**src/rtl/uart_rx_if.sv**
```systemverilog
// uart_rx_if: bundles the serial line, control inputs and byte-level outputs
// of the UART receiver.
//   en        receiver enable (low aborts and holds the receiver idle)
//   baud      clocks per bit period (values below 4 act as 4)
//   rx        asynchronous serial input, idle high
//   data      last received byte
//   valid     one-cycle pulse when data is updated with a good frame
//   frame_err one-cycle pulse when the stop bit samples low
//   busy      high whenever the receiver is not idle
// The master modport is the side that drives the line and the controls.
// The slave modport is the receiver itself.
interface uart_rx_if #(
    parameter int DATA_BITS = 8,
    parameter int BAUD_W    = 20
);
    logic                 en;
    logic [BAUD_W-1:0]    baud;
    logic                 rx;
    logic [DATA_BITS-1:0] data;
    logic                 valid;
    logic                 frame_err;
    logic                 busy;

    modport master (
        output en, baud, rx,
        input  data, valid, frame_err, busy
    );

    modport slave (
        input  en, baud, rx,
        output data, valid, frame_err, busy
    );
endinterface

```
**src/rtl/uart_rx.sv**
```systemverilog
// uart_rx: 8N1-style UART receiver with a run-time divisor in clocks per bit.
//   clk   system clock
//   rstn  asynchronous active-low reset
//   bus   uart_rx_if.slave: en, baud, rx in; data, valid, frame_err, busy out
// The rx pin is synchronized, a falling edge starts a frame, and the line is
// sampled near the middle of each bit. A good stop bit pulses valid. A low stop
// bit pulses frame_err and parks the receiver until the line returns high.
module uart_rx #(
    parameter int DATA_BITS = 8,
    parameter int BAUD_W    = 20
) (
    input  logic     clk,
    input  logic     rstn,
    uart_rx_if.slave bus
);
    localparam int BCW = $clog2(DATA_BITS + 1);

    typedef enum logic [2:0] {
        S_IDLE,
        S_START,
        S_DATA,
        S_STOP,
        S_BREAK
    } state_t;

    state_t               state, state_nxt;
    logic [1:0]           sync;
    logic                 rxs;
    logic [BAUD_W-1:0]    b_eff;
    logic [BAUD_W-1:0]    b_lat;
    logic [BAUD_W-1:0]    cnt;
    logic [BAUD_W-1:0]    target;
    logic                 tick;
    logic [BCW-1:0]       bit_cnt;
    logic [DATA_BITS-1:0] shift;
    logic [DATA_BITS-1:0] data_q;
    logic                 valid_q;
    logic                 ferr_q;

    // Two-flop synchronizer. It resets to 1 so that reset never looks like a start bit.
    always_ff @(posedge clk or negedge rstn) begin
        if (!rstn) begin
            sync <= 2'b11;
        end else begin
            // NOTE: flops use non-blocking assignments so every register
            // sees the values from before the edge.
            sync <= {sync[0], bus.rx};
        end
    end
    assign rxs = sync[1];

    assign b_eff = (bus.baud < BAUD_W'(4)) ? BAUD_W'(4) : bus.baud;

    // The counter restarts at 1 on the detect edge and on each sample edge.
    // It therefore equals the number of cycles since that edge. START waits half a
    // period and every later sample waits a full period.
    assign target = (state == S_START) ? (b_lat >> 1) : b_lat;
    assign tick   = (cnt == target);

    always_ff @(posedge clk or negedge rstn) begin
        if (!rstn) state <= S_IDLE;
        else       state <= state_nxt;
    end

    always_comb begin
        // NOTE: the default assignment first means that every path assigns
        // state_nxt, so no latch is inferred.
        state_nxt = state;
        if (!bus.en) begin
            state_nxt = S_IDLE;
        end else begin
            case (state)
                S_IDLE:  if (!rxs) state_nxt = S_START;
                S_START: if (tick) state_nxt = rxs ? S_IDLE : S_DATA;
                S_DATA:  if (tick && bit_cnt == BCW'(DATA_BITS - 1)) state_nxt = S_STOP;
                S_STOP:  if (tick) state_nxt = rxs ? S_IDLE : S_BREAK;
                S_BREAK: if (rxs)  state_nxt = S_IDLE;
                default: state_nxt = S_IDLE;
            endcase
        end
    end

    always_ff @(posedge clk or negedge rstn) begin
        if (!rstn) begin
            b_lat   <= BAUD_W'(4);
            cnt     <= '0;
            bit_cnt <= '0;
            shift   <= '0;
            data_q  <= '0;
            valid_q <= 1'b0;
            ferr_q  <= 1'b0;
        end else begin
            valid_q <= 1'b0;
            ferr_q  <= 1'b0;
            // When en is low, every register holds its value. The FSM goes to
            // IDLE, so the frame in progress is simply dropped.
            if (bus.en) begin
                case (state)
                    S_IDLE: begin
                        if (!rxs) begin
                            b_lat   <= b_eff;
                            cnt     <= BAUD_W'(1);
                            bit_cnt <= '0;
                        end
                    end
                    S_START: begin
                        cnt <= tick ? BAUD_W'(1) : cnt + BAUD_W'(1);
                    end
                    S_DATA: begin
                        cnt <= tick ? BAUD_W'(1) : cnt + BAUD_W'(1);
                        if (tick) begin
                            shift   <= {rxs, shift[DATA_BITS-1:1]};
                            bit_cnt <= bit_cnt + BCW'(1);
                        end
                    end
                    S_STOP: begin
                        cnt <= tick ? BAUD_W'(1) : cnt + BAUD_W'(1);
                        if (tick) begin
                            data_q  <= shift;
                            valid_q <= rxs;
                            ferr_q  <= !rxs;
                        end
                    end
                    default: ;
                endcase
            end
        end
    end

    assign bus.data      = data_q;
    assign bus.valid     = valid_q;
    assign bus.frame_err = ferr_q;
    assign bus.busy      = (state != S_IDLE);
endmodule

```
**src/flat_wrapper.sv**
```systemverilog
// flat-port wrapper written by rule: the top's interface ports become plain ports
module uart_rx_flat 
#(
    parameter int DATA_BITS = 8,
    parameter int BAUD_W    = 20
)
  (clk, rstn, bus_en, bus_baud, bus_rx, bus_data, bus_valid, bus_frame_err, bus_busy);
  uart_rx_if #(.DATA_BITS(DATA_BITS), .BAUD_W(BAUD_W)) bus_i ();
  input  logic clk;
  input  logic rstn;
  input wire logic [$bits(bus_i.en)-1:0] bus_en;
  input wire logic [$bits(bus_i.baud)-1:0] bus_baud;
  input wire logic [$bits(bus_i.rx)-1:0] bus_rx;
  output wire logic [$bits(bus_i.data)-1:0] bus_data;
  output wire logic [$bits(bus_i.valid)-1:0] bus_valid;
  output wire logic [$bits(bus_i.frame_err)-1:0] bus_frame_err;
  output wire logic [$bits(bus_i.busy)-1:0] bus_busy;
  assign bus_i.en = bus_en;
  assign bus_i.baud = bus_baud;
  assign bus_i.rx = bus_rx;
  assign bus_data = bus_i.data;
  assign bus_valid = bus_i.valid;
  assign bus_frame_err = bus_i.frame_err;
  assign bus_busy = bus_i.busy;
  uart_rx #(.DATA_BITS(DATA_BITS), .BAUD_W(BAUD_W)) u_core (.clk(clk), .rstn(rstn), .bus(bus_i));
endmodule
```
**config.mk**
```make
export PLATFORM = sky130hd
export DESIGN_NAME = uart_rx_flat
export DESIGN_NICKNAME = d
export VERILOG_FILES = /design/src/rtl/uart_rx_if.sv /design/src/rtl/uart_rx.sv /design/src/flat_wrapper.sv
export SDC_FILE = /design/constraint.sdc
export NUM_CORES = 1
export LEC_CHECK = 0
export BUFFER_PORTS_ARGS = -buffer_cell sky130_fd_sc_hd__buf_2
export CAP_MARGIN = 20
export CORE_UTILIZATION = 40
export CTS_CLUSTER_DIAMETER = 40
export DETAILED_ROUTE_END_ITERATION = 8
export PLACE_DENSITY = 0.64
export SLEW_MARGIN = 20
export SYNTH_ARGS = -nofsm -noshare
export SYNTH_HDL_FRONTEND = slang
export SYNTH_SLANG_ARGS = --single-unit
export TNS_END_PERCENT = 5
```
**constraint.sdc**
```tcl
create_clock -name clk -period 3.31 [get_ports clk]
set_input_delay 0 -clock clk [delete_from_list [all_inputs] [get_ports clk]]
set_output_delay 0 -clock clk [all_outputs]
set_load 0.005 [all_outputs]
```
## Word-level counts from Yosys, hierarchy flattened

Cells that the tools add are included.

- Logic and storage cells: 62
- Flip-flop bits (word level): 67

- Mux-type cells: 23
- Bitwise gates (word level): 1
- Reduce and logical (&&, ||, !) cells: 13
- $add $sub $neg: 2
- Eq/ne operators: 13
- Magnitude comparators: 1

Operators with widths:

| kind | number |
|---|---|
| $mux W20 | 4 |
| $pmux W20 S2 | 1 |
| $mux W3 | 7 |
| $add A20 B1 Y20 const B | 1 |
| $eq A20 B20 Y1 | 1 |
| $lt A20 B3 Y1 const B | 1 |
| $pmux W3 S5 | 1 |
| $ne A3 B2 Y1 const B | 4 |
| $reduce_and A3 Y1 | 4 |
| $mux W4 | 2 |
| $pmux W4 S2 | 1 |
| $eq A3 B2 Y1 const B | 2 |
| $mux W1 | 6 |
| $reduce_and A5 Y1 | 1 |
| $add A4 B1 Y4 const B | 1 |
| $eq A4 B3 Y1 const B | 1 |
| $reduce_and A4 Y1 | 1 |
| $reduce_bool A2 Y1 | 2 |
| $eq A3 B1 Y1 const B | 1 |
| $eq A3 B3 Y1 const B | 1 |
| $logic_not A3 Y1 | 1 |
| $ne A3 B3 Y1 const B | 1 |
| $reduce_bool A3 Y1 | 1 |
| $reduce_or A3 Y1 | 1 |
| 6 further kinds | 6 |

## Depth between registers and ports, before layout

- Depth in word-level cells: 7
- Depth in mapped cells: 10
- Depth with buffers taken out: 8

## Worst setup path after synthesis

Ideal clock, no wire load.

- Path type: register to register
- From: register u_core.state[2]
- To: register u_core.shift[0]
- Cell stages (with the launch flop): 10
- Slack: 0.620 ns
- Data arrival time: 2.565 ns
- Period minus slack after synthesis: 2.690 ns
- Buffers on the path: 2
- Path through: dfrtp_1 -> buf_6 -> or3b_4 -> buf_6 -> a221oi_2 -> a22oi_1 -> a2111oi_4 -> nand3_2 -> nor2_4 -> mux2_2

- Word-level cells in the longest chain between the ends: 4
- Elaborated cells on any way between the ends: 5

RTL lines:

| item | line | RTL |
|---|---|---|
| start, declared | uart_rx.sv:26 | `state_t state, state_nxt;` |
| start signal, assigned | uart_rx.sv:62 | `else state <= state_nxt;` |
| $eq A3 B1 Y1 | uart_rx.sv:57 | `assign target = (state == S_START) ? (b_lat >> 1) : b_lat;` |
| $mux W20 | uart_rx.sv:57 |  |
| $eq A20 B20 Y1 | uart_rx.sv:58 | `assign tick = (cnt == target);` |
| $reduce_and A3 Y1 (no source line) * | n/a |  |
| end signal, assigned | uart_rx.sv:112 | `shift <= {rxs, shift[DATA_BITS-1:1]};` |
| end, declared | uart_rx.sv:35 | `logic [DATA_BITS-1:0] shift;` |

Mark *: on every way between the ends. The rest lies on a longest branch, timed or not.
A chain may end at the register's enable or synchronous reset.

## Worst setup path after layout

- From: register u_core.state[0]
- To: register u_core.cnt[19]

- Word-level cells in the longest chain between the ends: 5
- Elaborated cells on any way between the ends: 12

RTL lines:

| item | line | RTL |
|---|---|---|
| $eq A3 B1 Y1 | uart_rx.sv:57, uart_rx.sv:98 |  |
| $mux W20 | uart_rx.sv:57 |  |
| $eq A20 B20 Y1 | uart_rx.sv:58 |  |
| $mux W20 | uart_rx.sv:107, uart_rx.sv:110, uart_rx.sv:117 |  |
| $pmux W20 S2 | uart_rx.sv:98 | `case (state)` |
| end signal, assigned | uart_rx.sv:107 | `cnt <= tick ? BAUD_W'(1) : cnt + BAUD_W'(1);` |
| end signal, assigned | uart_rx.sv:110 | `cnt <= tick ? BAUD_W'(1) : cnt + BAUD_W'(1);` |
| end signal, assigned | uart_rx.sv:117 | `cnt <= tick ? BAUD_W'(1) : cnt + BAUD_W'(1);` |
| end, declared | uart_rx.sv:31 | `logic [BAUD_W-1:0] cnt;` |

Several ways; a longest one is shown, not always the timed one.

==> results.tsv <==
metric	value	unit
status	finished clean	
mux share of post-synthesis cell area	11.4	%
final-report setup violation count	0	
DP Cell Count	485	
CP max FO	12	
drt wl/cell	16.2	um
sequential cell area	1680	um2
first-pass GRT wire length	14.4	mm
post-cts resize count	0	
slowest CP cell	nor2_1	
Final Hold Viols	0	
Synth-to-Final Area Change	17.0	%
Final WS setup	0.336	ns
R2R cell count	7	
Ports	35	
Worst path max stage delay	0.54	ns
xor/xnor share of the synthesized area	4.23	%
DP Worst Slack	0.371	ns
grt met3 use	2.27	%
Hold Worst Slack	0.172	ns
DRC	0	
Pre-antenna DRT Iters	6	
critical path's top delay family	simple AND/OR/NAND/NOR gates	
critical path depth in cells	7	
PortBufs	34	
GPL Wtd Cong	0.967	
largest family of logic cells by synthesized area	simple AND/OR/NAND/NOR gates	
reg2reg end	u_core.cnt[19]	
die area	9710	um2
H-tree depth	3	
mean post-synth cell area	10.5	um2
CP Launch Type	register	
Net Sw Frac	31.1	%
setup TNS	0	ns
Initial DRC Count	278	
Root Buffer	clkbuf_8	
maximum clock path buffer count	2	
Setup crit start	u_core.state[0]	
Most Crowded Layer GR	met2	
Num CTS Buffers	9	
Rows	34	
Clk pwr share	32.0	%
Reg-to-Reg Start	u_core.state[0]	
Worst R2R Setup Slack	0.34	ns
fin. max-slew vios	0	
ys async rst share	100	%
CP Capture Point	u_core.cnt[19]	
sequential power share	50.9	%
NetSw	599	uW
core footprint	8890	um2
Post-DP HPWL	6.08	mm
initial antenna violation count	0	
# Max-Cap Violations	0	
clock skew	0.00902	ns
maximum clock frequency	336	MHz
Hold WC Path Type	primary input to asynchronous set/reset pin	
Yosys cell types	68	
Synth Area in Compound Gates	13.9	%
most common cell after layout, fill and taps aside	dfrtp_1	
vias	2950	
worst skew pair latency	0.35	ns
adder-cell share of the synthesized area	0.671	%
unrepaired setup endpoints after global routing	no	
synthesized flop and latch total	67	
Comb pwr share	17.1	%
most frequent CP cell	nor2_1	
register area share after synthesis	45.1	%
largest cells by area after synthesis	dfrtp_1, mux2_2, xnor2_1, inv_1, nand2_1	
Pwr Density	441	nW/um2
Yosys warnings	0	
grt ovf	0	
# fillers	797	
VDD IR max	0.325	mV
min cycle time layout	2.97	ns
biggest area consumer among synthesized cells	dfrtp_1	
endpoint class of the critical path	register	
CP arrival	3.18	ns
Overall Global Routing Usage	18.9	%
vias per cell	5.63	
Die Ht	98.5	um
Chip Width	98.5	um
commonest non-fill, non-tap cells in the layout	dfrtp_1, mux2_2, buf_2, inv_1, nand2_1	
Initial Utilization	41.9	%
met2 usage	28.9	%
Post-Syn Nets	381	
Post-synth EDFFs	0	
met1 usage	26.6	%
synthesized instance count	355	
# diodes	0	
Top FF cell, synth	dfrtp_1	
post-route clock period utilization	89.8	%
Nets	437	
Mapped Area	3730	um2
Least-Margin Pin Slew	0.608	ns
Leak Pwr	0.00187	uW
number of global-route vias before repair	2907	
clock sinks	67	
crit-path cells	or3b_4 > a221oi_1 > a22oi_1 > a221oi_2 > a41oi_1 > nor2_1 > nor2_1	
layout cell share with drive strength beyond 1	27.2	%
simple-gate share of the synthesized area	19.2	%
Routed Antenna Nets	0	
share of the synthesized area in the top cell type	43.0	%
Routed WL	8.51	mm
buffers plus inverters on the worst setup path	0	
largest net degree at the start of global routing	46	
critical path class	register to register	
Rel. slew slack	59.3	%
Multi-input gate area	1840	um2
Clk pin slew, worst setup/hold paths	0.08	ns
Worst EP required	3.52	ns
CTS tree	done	
Internal Pwr Total	1320	uW
final non-filler cell total	524	
## state kept, by name (all words and copies together) (netlist names)
signal / cells
u_core.b_lat: 20
u_core.cnt: 20
u_core.bus.data: 8
u_core.shift: 8
u_core.bit_cnt: 4
u_core.state: 3
u_core.sync: 2
u_core.bus.frame_err: 1
u_core.bus.valid: 1
## how the worst min path moves through the flow
stage          start  cells after the start         endpoint
3_3_place_gp    rstn                      1  u_core.b_lat[9]
3_5_place_dp    rstn                      1  u_core.b_lat[9]
2_1_floorplan   rstn                      0  u_core.b_lat[0]
6_report        rstn                      2  u_core.b_lat[9]
5_1_grt         rstn                      2   u_core.cnt[14]
4_1_cts         rstn                      2  u_core.b_lat[9]
## per-stage QoR
step	util [%]	total power, uW	instance area (um2)
after floorplan	-	1190	3730
after global placement	44.5	1290	3960
after detailed placement	44.5	1300	3960
after CTS	49.0	1930	4360
after global routing	49.0	2010	4360
final	49.0	1920	4360
## power by group through the flow
| stage | Sequential [uW] | Clock, uW | Combinational, uW |
|---|---|---|---|
| finish | 978 | 615 | 329 |
| global route | 987 | 661 | 364 |
| CTS | 974 | 629 | 329 |
| detailed placement | 990 | 0 | 307 |
| global placement | 989 | 0 | 301 |
| floorplan | 946 | 0 | 244 |
## synth_stat cells, types with 4 or more instances
cell type / count
a22oi_1: 4
o211ai_1: 4
nor2_1: 20
clkbuf_1: 6
nor4_1: 9
nor3_1: 5
and2b_2: 5
o22ai_1: 5
dfrtp_1: 64
xor2_1: 4
mux2_2: 35
o21ai_0: 7
nor2b_1: 7
inv_1: 27
xnor2_1: 14
a21oi_1: 9
o31ai_1: 5
nand2_1: 26
a31oi_1: 5
buf_6: 4
nand4_1: 5
nand3_1: 13
## what timing repair did
item	CTS	global route
hold endpoints to repair	44	0
hold buffers	23	0
setup endpoints to repair	0	0
buffers inserted	0	0
## worst reg2reg max path, cell delays in order, from the launching register on
cell      delay [ns]
dfrtp_1         0.53
or3b_4          0.50
a221oi_1        0.31
a22oi_1         0.17
a221oi_2        0.39
a41oi_1         0.28
nor2_1          0.54
nor2_1          0.11
## per-layer routing
metal | vias up | wire, um | share of wire (%)
met5 | - | 0 | 0
met2 | 91 | 3850 | 45
met1 | 1431 | 3990 | 47
met4 | 0 | 255 | 3.0
li1 | 1408 | - | -
met3 | 20 | 409 | 4.8
## area by class of cell
cell class                      instances  share of cell area (%)
Clock buffer                            9                    2.84
Tap cell                              108                    3.10
Inverter                               27                    2.32
Multi-Input combinational cell        245                    42.2
Clock inverter                          7                    1.18
Timing Repair Buffer                   61                    9.87
Sequential cell                        67                    38.5
## cell families (layout without fill, tap and decap cells)
family                     after synthesis  after routing
AOI/OAI and AO/OA                       64             64
and+or+nand+nor                        123            123
buffers and inverters                   43            104
adders and majority gates                2              2
muxes                                   38             38
DFF                                     67             67
xor gates and xnor gates                18             18
Note: power is estimated with default switching activity, not from simulation.
